File: config.mk
export PLATFORM = sky130hd
export DESIGN_NAME = axi_tap_stream_arbiter
export DESIGN_NICKNAME = d
export VERILOG_FILES = /design/src/rtl/axi_tap_stream_arbiter.sv
export SDC_FILE = /design/constraint.sdc
export NUM_CORES = 1
export LEC_CHECK = 0
export CELL_PAD_IN_SITES_DETAIL_PLACEMENT = 2
export CELL_PAD_IN_SITES_GLOBAL_PLACEMENT = 2
export CORE_MARGIN = 4
export CORE_UTILIZATION = 36
export CTS_CLUSTER_DIAMETER = 100
export DETAILED_ROUTE_END_ITERATION = 16
export PLACE_DENSITY_LB_ADDON = 0.3
export SETUP_SLACK_MARGIN = 0.4
export SLEW_MARGIN = 20
export SYNTH_ARGS = -nofsm -noshare
export SYNTH_HDL_FRONTEND = slang
export SYNTH_SLANG_ARGS = --single-unit
export TNS_END_PERCENT = 20
File: constraint.sdc
create_clock -name clk -period 4.04 [get_ports clk]
set_clock_uncertainty 0.1 [all_clocks]
set_input_delay 0.808 -clock clk [delete_from_list [all_inputs] [get_ports clk]]
set_output_delay 0.808 -clock clk [all_outputs]
set_load 0.01 [all_outputs]
File: src/rtl/axi_tap_stream_arbiter.sv
// Round-robin arbiter that grants one AXI tap at a time, collects a fixed-length
// frame of tagged beats into a small FIFO and replays it on an AXI-Stream master.
module axi_tap_stream_arbiter #(
  parameter int                             DATA_WIDTH        = 128,
  parameter int                             STREAM_TYPE_WIDTH = 3,
  parameter logic [STREAM_TYPE_WIDTH-1:0]   TYPE_R            = 3'd0,
  parameter logic [STREAM_TYPE_WIDTH-1:0]   TYPE_W            = 3'd1,
  parameter int                             FRAME_BEATS       = 2,
  parameter int                             FIFO_DEPTH        = 4,
  parameter int                             TIMEOUT           = 255
) (
  input  logic                         clk,
  input  logic                         reset,
  input  logic                         req_r,
  input  logic                         req_w,
  output logic                         can_forwardR,
  output logic                         can_forwardW,
  input  logic                         r_valid,
  input  logic [DATA_WIDTH-1:0]        r_data,
  input  logic                         w_valid,
  input  logic [DATA_WIDTH-1:0]        w_data,
  output logic [DATA_WIDTH-1:0]        m_axis_tdata,
  output logic                         m_axis_tvalid,
  input  logic                         m_axis_tready,
  output logic                         m_axis_tlast,
  output logic [STREAM_TYPE_WIDTH-1:0] m_axis_tuser,
  output logic                         timeout_pulse,
  output logic                         drop_pulse,
  output logic                         busy
);

  localparam int AW = (FIFO_DEPTH > 1) ? $clog2(FIFO_DEPTH) : 1;
  localparam int CW = AW + 1;
  localparam int BW = (FRAME_BEATS > 1) ? $clog2(FRAME_BEATS + 1) : 1;
  localparam int TW = (TIMEOUT > 1) ? $clog2(TIMEOUT + 1) : 1;
  localparam int EW = DATA_WIDTH + STREAM_TYPE_WIDTH + 1;

  typedef enum logic [1:0] {
    IDLE    = 2'd0,
    GRANT   = 2'd1,
    RELEASE = 2'd2
  } state_e;

  state_e          state_q, state_d;
  logic            gnt_r_q, gnt_r_d;
  logic            gnt_w_q, gnt_w_d;
  logic            owner_w_q, owner_w_d;
  logic            prio_w_q, prio_w_d;
  logic [BW-1:0]   beat_cnt_q, beat_cnt_d;
  logic [TW-1:0]   tmo_cnt_q, tmo_cnt_d;
  logic            timeout_pulse_q, timeout_pulse_d;
  logic            drop_pulse_q, drop_pulse_d;
  logic [AW-1:0]   wr_ptr_q, wr_ptr_d;
  logic [AW-1:0]   rd_ptr_q, rd_ptr_d;
  logic [CW-1:0]   count_q, count_d;
  logic [EW-1:0]   mem_q [FIFO_DEPTH];

  logic            push, pop, admit, pick_w, beat_in, beat_last, fifo_nempty;
  logic [CW-1:0]   free_entries;
  logic [EW-1:0]   push_entry, head_entry;

  assign free_entries = CW'(FIFO_DEPTH) - count_q;
  assign admit        = (req_r || req_w) && (free_entries >= CW'(FRAME_BEATS));
  // Contention goes to whichever tap was not served last.
  assign pick_w       = req_w && (!req_r || prio_w_q);
  assign beat_in      = (gnt_r_q && r_valid) || (gnt_w_q && w_valid);
  assign beat_last    = (beat_cnt_q == BW'(FRAME_BEATS - 1));
  assign fifo_nempty  = (count_q != '0);
  assign pop          = fifo_nempty && m_axis_tready;

  assign push_entry   = gnt_r_q ? {beat_last, TYPE_R, r_data} : {beat_last, TYPE_W, w_data};

  // NOTE: every output of this block gets a default first, so no path can infer a latch.
  always_comb begin
    state_d         = state_q;
    gnt_r_d         = gnt_r_q;
    gnt_w_d         = gnt_w_q;
    owner_w_d       = owner_w_q;
    prio_w_d        = prio_w_q;
    beat_cnt_d      = beat_cnt_q;
    tmo_cnt_d       = tmo_cnt_q;
    timeout_pulse_d = 1'b0;
    push            = 1'b0;

    unique case (state_q)
      IDLE: begin
        if (admit) begin
          state_d    = GRANT;
          gnt_r_d    = !pick_w;
          gnt_w_d    = pick_w;
          owner_w_d  = pick_w;
          beat_cnt_d = '0;
          tmo_cnt_d  = '0;
        end
      end
      GRANT: begin
        if (beat_in) begin
          push       = 1'b1;
          beat_cnt_d = beat_cnt_q + BW'(1);
          if (beat_last) begin
            state_d = RELEASE;
            gnt_r_d = 1'b0;
            gnt_w_d = 1'b0;
          end
        end else if (beat_cnt_q == '0) begin
          // Only an empty frame can time out; a started frame waits for its last beat.
          tmo_cnt_d = tmo_cnt_q + TW'(1);
          if (tmo_cnt_q == TW'(TIMEOUT - 1)) begin
            state_d         = RELEASE;
            gnt_r_d         = 1'b0;
            gnt_w_d         = 1'b0;
            timeout_pulse_d = 1'b1;
          end
        end
      end
      RELEASE: begin
        state_d  = IDLE;
        prio_w_d = !owner_w_q;
      end
      default: state_d = IDLE;
    endcase
  end

  always_comb begin
    drop_pulse_d = (r_valid && !((state_q == GRANT) && gnt_r_q)) ||
                   (w_valid && !((state_q == GRANT) && gnt_w_q));

    wr_ptr_d = wr_ptr_q;
    if (push) wr_ptr_d = (wr_ptr_q == AW'(FIFO_DEPTH - 1)) ? '0 : wr_ptr_q + AW'(1);

    rd_ptr_d = rd_ptr_q;
    if (pop) rd_ptr_d = (rd_ptr_q == AW'(FIFO_DEPTH - 1)) ? '0 : rd_ptr_q + AW'(1);

    count_d = count_q;
    unique case ({push, pop})
      2'b10:   count_d = count_q + CW'(1);
      2'b01:   count_d = count_q - CW'(1);
      default: count_d = count_q;
    endcase
  end

  // NOTE: state registers use non-blocking assignments so every flop samples pre-edge values.
  always_ff @(posedge clk or posedge reset) begin
    if (reset) begin
      state_q         <= IDLE;
      gnt_r_q         <= 1'b0;
      gnt_w_q         <= 1'b0;
      owner_w_q       <= 1'b0;
      prio_w_q        <= 1'b0;
      beat_cnt_q      <= '0;
      tmo_cnt_q       <= '0;
      timeout_pulse_q <= 1'b0;
      drop_pulse_q    <= 1'b0;
      wr_ptr_q        <= '0;
      rd_ptr_q        <= '0;
      count_q         <= '0;
    end else begin
      state_q         <= state_d;
      gnt_r_q         <= gnt_r_d;
      gnt_w_q         <= gnt_w_d;
      owner_w_q       <= owner_w_d;
      prio_w_q        <= prio_w_d;
      beat_cnt_q      <= beat_cnt_d;
      tmo_cnt_q       <= tmo_cnt_d;
      timeout_pulse_q <= timeout_pulse_d;
      drop_pulse_q    <= drop_pulse_d;
      wr_ptr_q        <= wr_ptr_d;
      rd_ptr_q        <= rd_ptr_d;
      count_q         <= count_d;
    end
  end

  // NOTE: the storage array is not reset; an empty FIFO masks the head to zero instead.
  always_ff @(posedge clk) begin
    if (push) mem_q[wr_ptr_q] <= push_entry;
  end

  assign head_entry    = fifo_nempty ? mem_q[rd_ptr_q] : '0;
  assign m_axis_tvalid = fifo_nempty;
  assign m_axis_tdata  = head_entry[DATA_WIDTH-1:0];
  assign m_axis_tuser  = head_entry[DATA_WIDTH +: STREAM_TYPE_WIDTH];
  assign m_axis_tlast  = head_entry[EW-1];

  assign can_forwardR  = gnt_r_q;
  assign can_forwardW  = gnt_w_q;
  assign timeout_pulse = timeout_pulse_q;
  assign drop_pulse    = drop_pulse_q;
  assign busy          = (state_q != IDLE) || fifo_nempty;

endmodule

==> metrics.md <==
| Metric | Value |
|---|---|
| Register-to-register setup slack | 1530 ps |
| Die width | around 260 um |
| Area Growth Syn to Fin | 32.4% |
| Final slew viol count | 0 |
| Total chip power | 21.2 mW |
| Dpl cells | roughly 2.3k |
| P per Cell Area | between 700 and 800 nW/um^2 |
| Sequential Power Share | between 30 and 40% |
| Dpl hpwl | 38.9 mm |
| Clock root cell | clkbuf_16 |
| Starting density of the core | 36.5% |
| Clock latency on the worst-skew pair | 590 ps |
| Die height | between 200 and 300 um |
| IO Count | around 400 |
| Reg2Reg Depth | 7 |
| CP max stage delay | 570 ps |
| Rel. slew slack | about a third |
| Comb pwr share | 40.7% |
| ANT nets after route | 0 |
| Non-Filler Instances | ~2.4k |
| Max-cap violations | 0 |
| Mean Syn Cell Area | approximately 20 sq um |
| Leading area contributor after synthesis | edfxtp_1 |
| Worst slack, placed | approximately 850 ps |
| NetSw | about 6.5 mW |
| Hold WS | 369 ps |
| Crit share post-route | roughly nine tenths |
| TNS Setup | 0 ps |
| Main flop type after synthesis | edfxtp_1 |
| Port Buffer Count | around 400 |
| Pint | about 15 mW |
| Largest net degree at the start of global routing | 88 |
| Via density | 4.98 |
| Final #Nets | approximately 1.8k |
| CP Capture Type | output pin |
| FMAX | between 0.2 and 0.3 GHz |
| Residual DRC count | 0 |
| Clock power frac | approximately a quarter |
| Hold Path End | prio_w_q |
| Inserted Clock Buffers | between 50 and 60 |
| Layout cell share with drive strength beyond 1 | roughly 25% |
| Minimum clock period | 3610 ps |
| Post-layout util | between 40% and 50% |
| CP cell instances | buf_12 -> buf_16 -> mux4_2 -> and2_1 -> clkdlybuf4s50_1 |
| Ys Warns | 0 |
| Clock transition at the registers of the reported paths | ~60 ps |
| Synth cell types | 45 |
| Finish-stage setup viols | 0 |
| Total GRT Usage | 17.8% |
| Final WL | approximately 61 mm |
| HP Start | owner_w_q |
| # rows | between 90 and 100 |
| Mapped Area | between 20000 and 25000 sq um |
| First-pass GRT wire length | about 90 mm |
| Fillers | 5587 |
| Post-synth top cells | edfxtp_1 (520), and2_1 (130), mux2_2 (130), mux4_2 (130), clkbuf_1 (32) |
| WHS Path Cells | 1 |
| Routability Congestion | 0.710 |
| Sw frac | 30.7% |
| Clock Path Buffers | 3 |
| Worst Path Arrival | around 2700 ps |
| Register bit total from synthesis | ~550 |
| DRT iter0 DRCs | about 650 |
| Core area | between 60000 and 70000 sq um |
| Die area | around 67000 sq um |
| RSZ-0062 raised after global routing | yes |
| Clock sink count | between 500 and 600 |
| WL per Instance | roughly 25 um |
| H-tree levels | 2 |
| Share of the synthesized area in the top cell type | between 60% and 70% |
| Min-Delay Path Class | reg -> reg |
| RR Startpoint | count_q[0] |
| Max IR drop VDD | around 0.52 mV |
| Syn Inst Count | 1107 |
| Async SR Flop Fraction | 4.59% |
| Final WS setup | 434 ps |
| CP max FO | 20 |
| Status | finished, final reports clean |
| CTS tree | done |
| Dominant cells by area after synthesis | edfxtp_1 (69%), mux4_2 (13%), mux2_2 (6.5%) |
| GR Overflow Total | 0 |
| Via count of the first global-routing pass | roughly 14k |
| Seq/Total Area, Yosys | 72.0% |
| Final hold vios | 0 |
| Worst slew pin tran | between 900 and 1000 ps |
| Reg-to-Reg End | can_forwardR |
| Vias after detailed routing | 12.1k |
| Post-synth EDFFs | between 500 and 600 |
| CP Launch Type | register |
| Worst setup path class | reg -> out |
| DRT Pass-1 Iters | 4 |
| Post-CTS Hold Fix Bufs | 0 |
| Cell with the most instances after synthesis | edfxtp_1 |
| Initial antenna violation count | 0 |
| CP max stage cell | mux4_2 |
| Static leakage | between 9 and 10 nW |
| Required time of the critical path | approximately 3100 ps |
| DP Area | about 28000 sq um |
| Post-layout instance area | 29900 sq um |
metal layers:
metal	routed length (um)	vias to the layer above	global-route usage, %
met1	24800	6391	22.0
met3	3350	70	4.01
li1	-	5340	-
met5	0	-	0
met4	1130	0	4.03
met2	31800	323	31.9
logic make-up (layout without fill, tap and decap cells):
group	after synthesis	after routing	synth area share, %
AOI/OAI and AO/OA	26	26	0.899
xor gates and xnor gates	5	5	0.194
adders and majority gates	14	14	0.810
buffers and inverters	78	565	1.82
DFF	545	545	72.0
muxes	261	261	19.5
other	1	3	0.0166
and+or+nand+nor	177	177	4.72
worst max-delay path: cells and delay by family, from the launching register on:
| kind | cells | cell delay [ps] |
|---|---|---|
| DFF | 1 | 410 |
| muxes | 1 | 570 |
| and+or+nand+nor | 1 | 180 |
| buffers and inverters | 3 | 910 |
placed cells by master, fill, tap and decap left out, drive strengths merged, types with 16 or more instances in the layout:
master / count
edfxtp: 520
clkdlybuf4s50: 377
mux2: 130
mux4: 130
and2: 130
clkbuf: 81
buf: 41
dfrtp: 25
clkinv: 23
dlymetal6s2s: 19
inv: 16
repair_timing:
item	in CTS	in global routing
cloned	3	4
gates resized for setup	13	24
setup endpoints to repair	130	118
buffers inserted	3	9
pin swaps	0	0
worst max path at each step:
stage	from	to	slack, ps
after detailed placement	r_valid	mem_q[2][26]	850
after floorplan	r_valid	mem_q[1][0]	-660
final	rd_ptr_q[0]	m_axis_tdata[103]	430
after global routing	rd_ptr_q[0]	m_axis_tdata[103]	320
after CTS	rd_ptr_q[0]	m_axis_tdata[17]	310
after global placement	rd_ptr_q[0]	m_axis_tdata[103]	910
power groups by stage:
stage | clock network [mW] | logic [mW] | registers [mW]
floorplan | 0 | 4.69 | 7.56
global placement | 0 | 8.20 | 7.60
detailed placement | 0 | 8.41 | 7.68
CTS | 5.19 | 8.70 | 7.54
global route | 5.44 | 9.28 | 7.59
finish | 5.05 | 8.65 | 7.53
area by class of cell:
class                      count  area (sq um)  area share [%]
antenna                        1          2.50         0.00838
clock buffer                  77          1550            5.20
inverter                      15          61.3           0.205
timing repair buffer         443          4780            16.0
tap                          837          1050            3.51
sequential                   545         16300            54.4
multi-input combinational    485          5920            19.8
clock inverter                30           243           0.813
flip-flops by register name (all words and copies together), names as in the netlist, 2 cells and up:
name and count:
tmo_cnt_q 8, mem_q 520, rd_ptr_q 2, count_q 3, state_q 2, beat_cnt_q 2, wr_ptr_q 2
(Power assumes the default switching activity.)
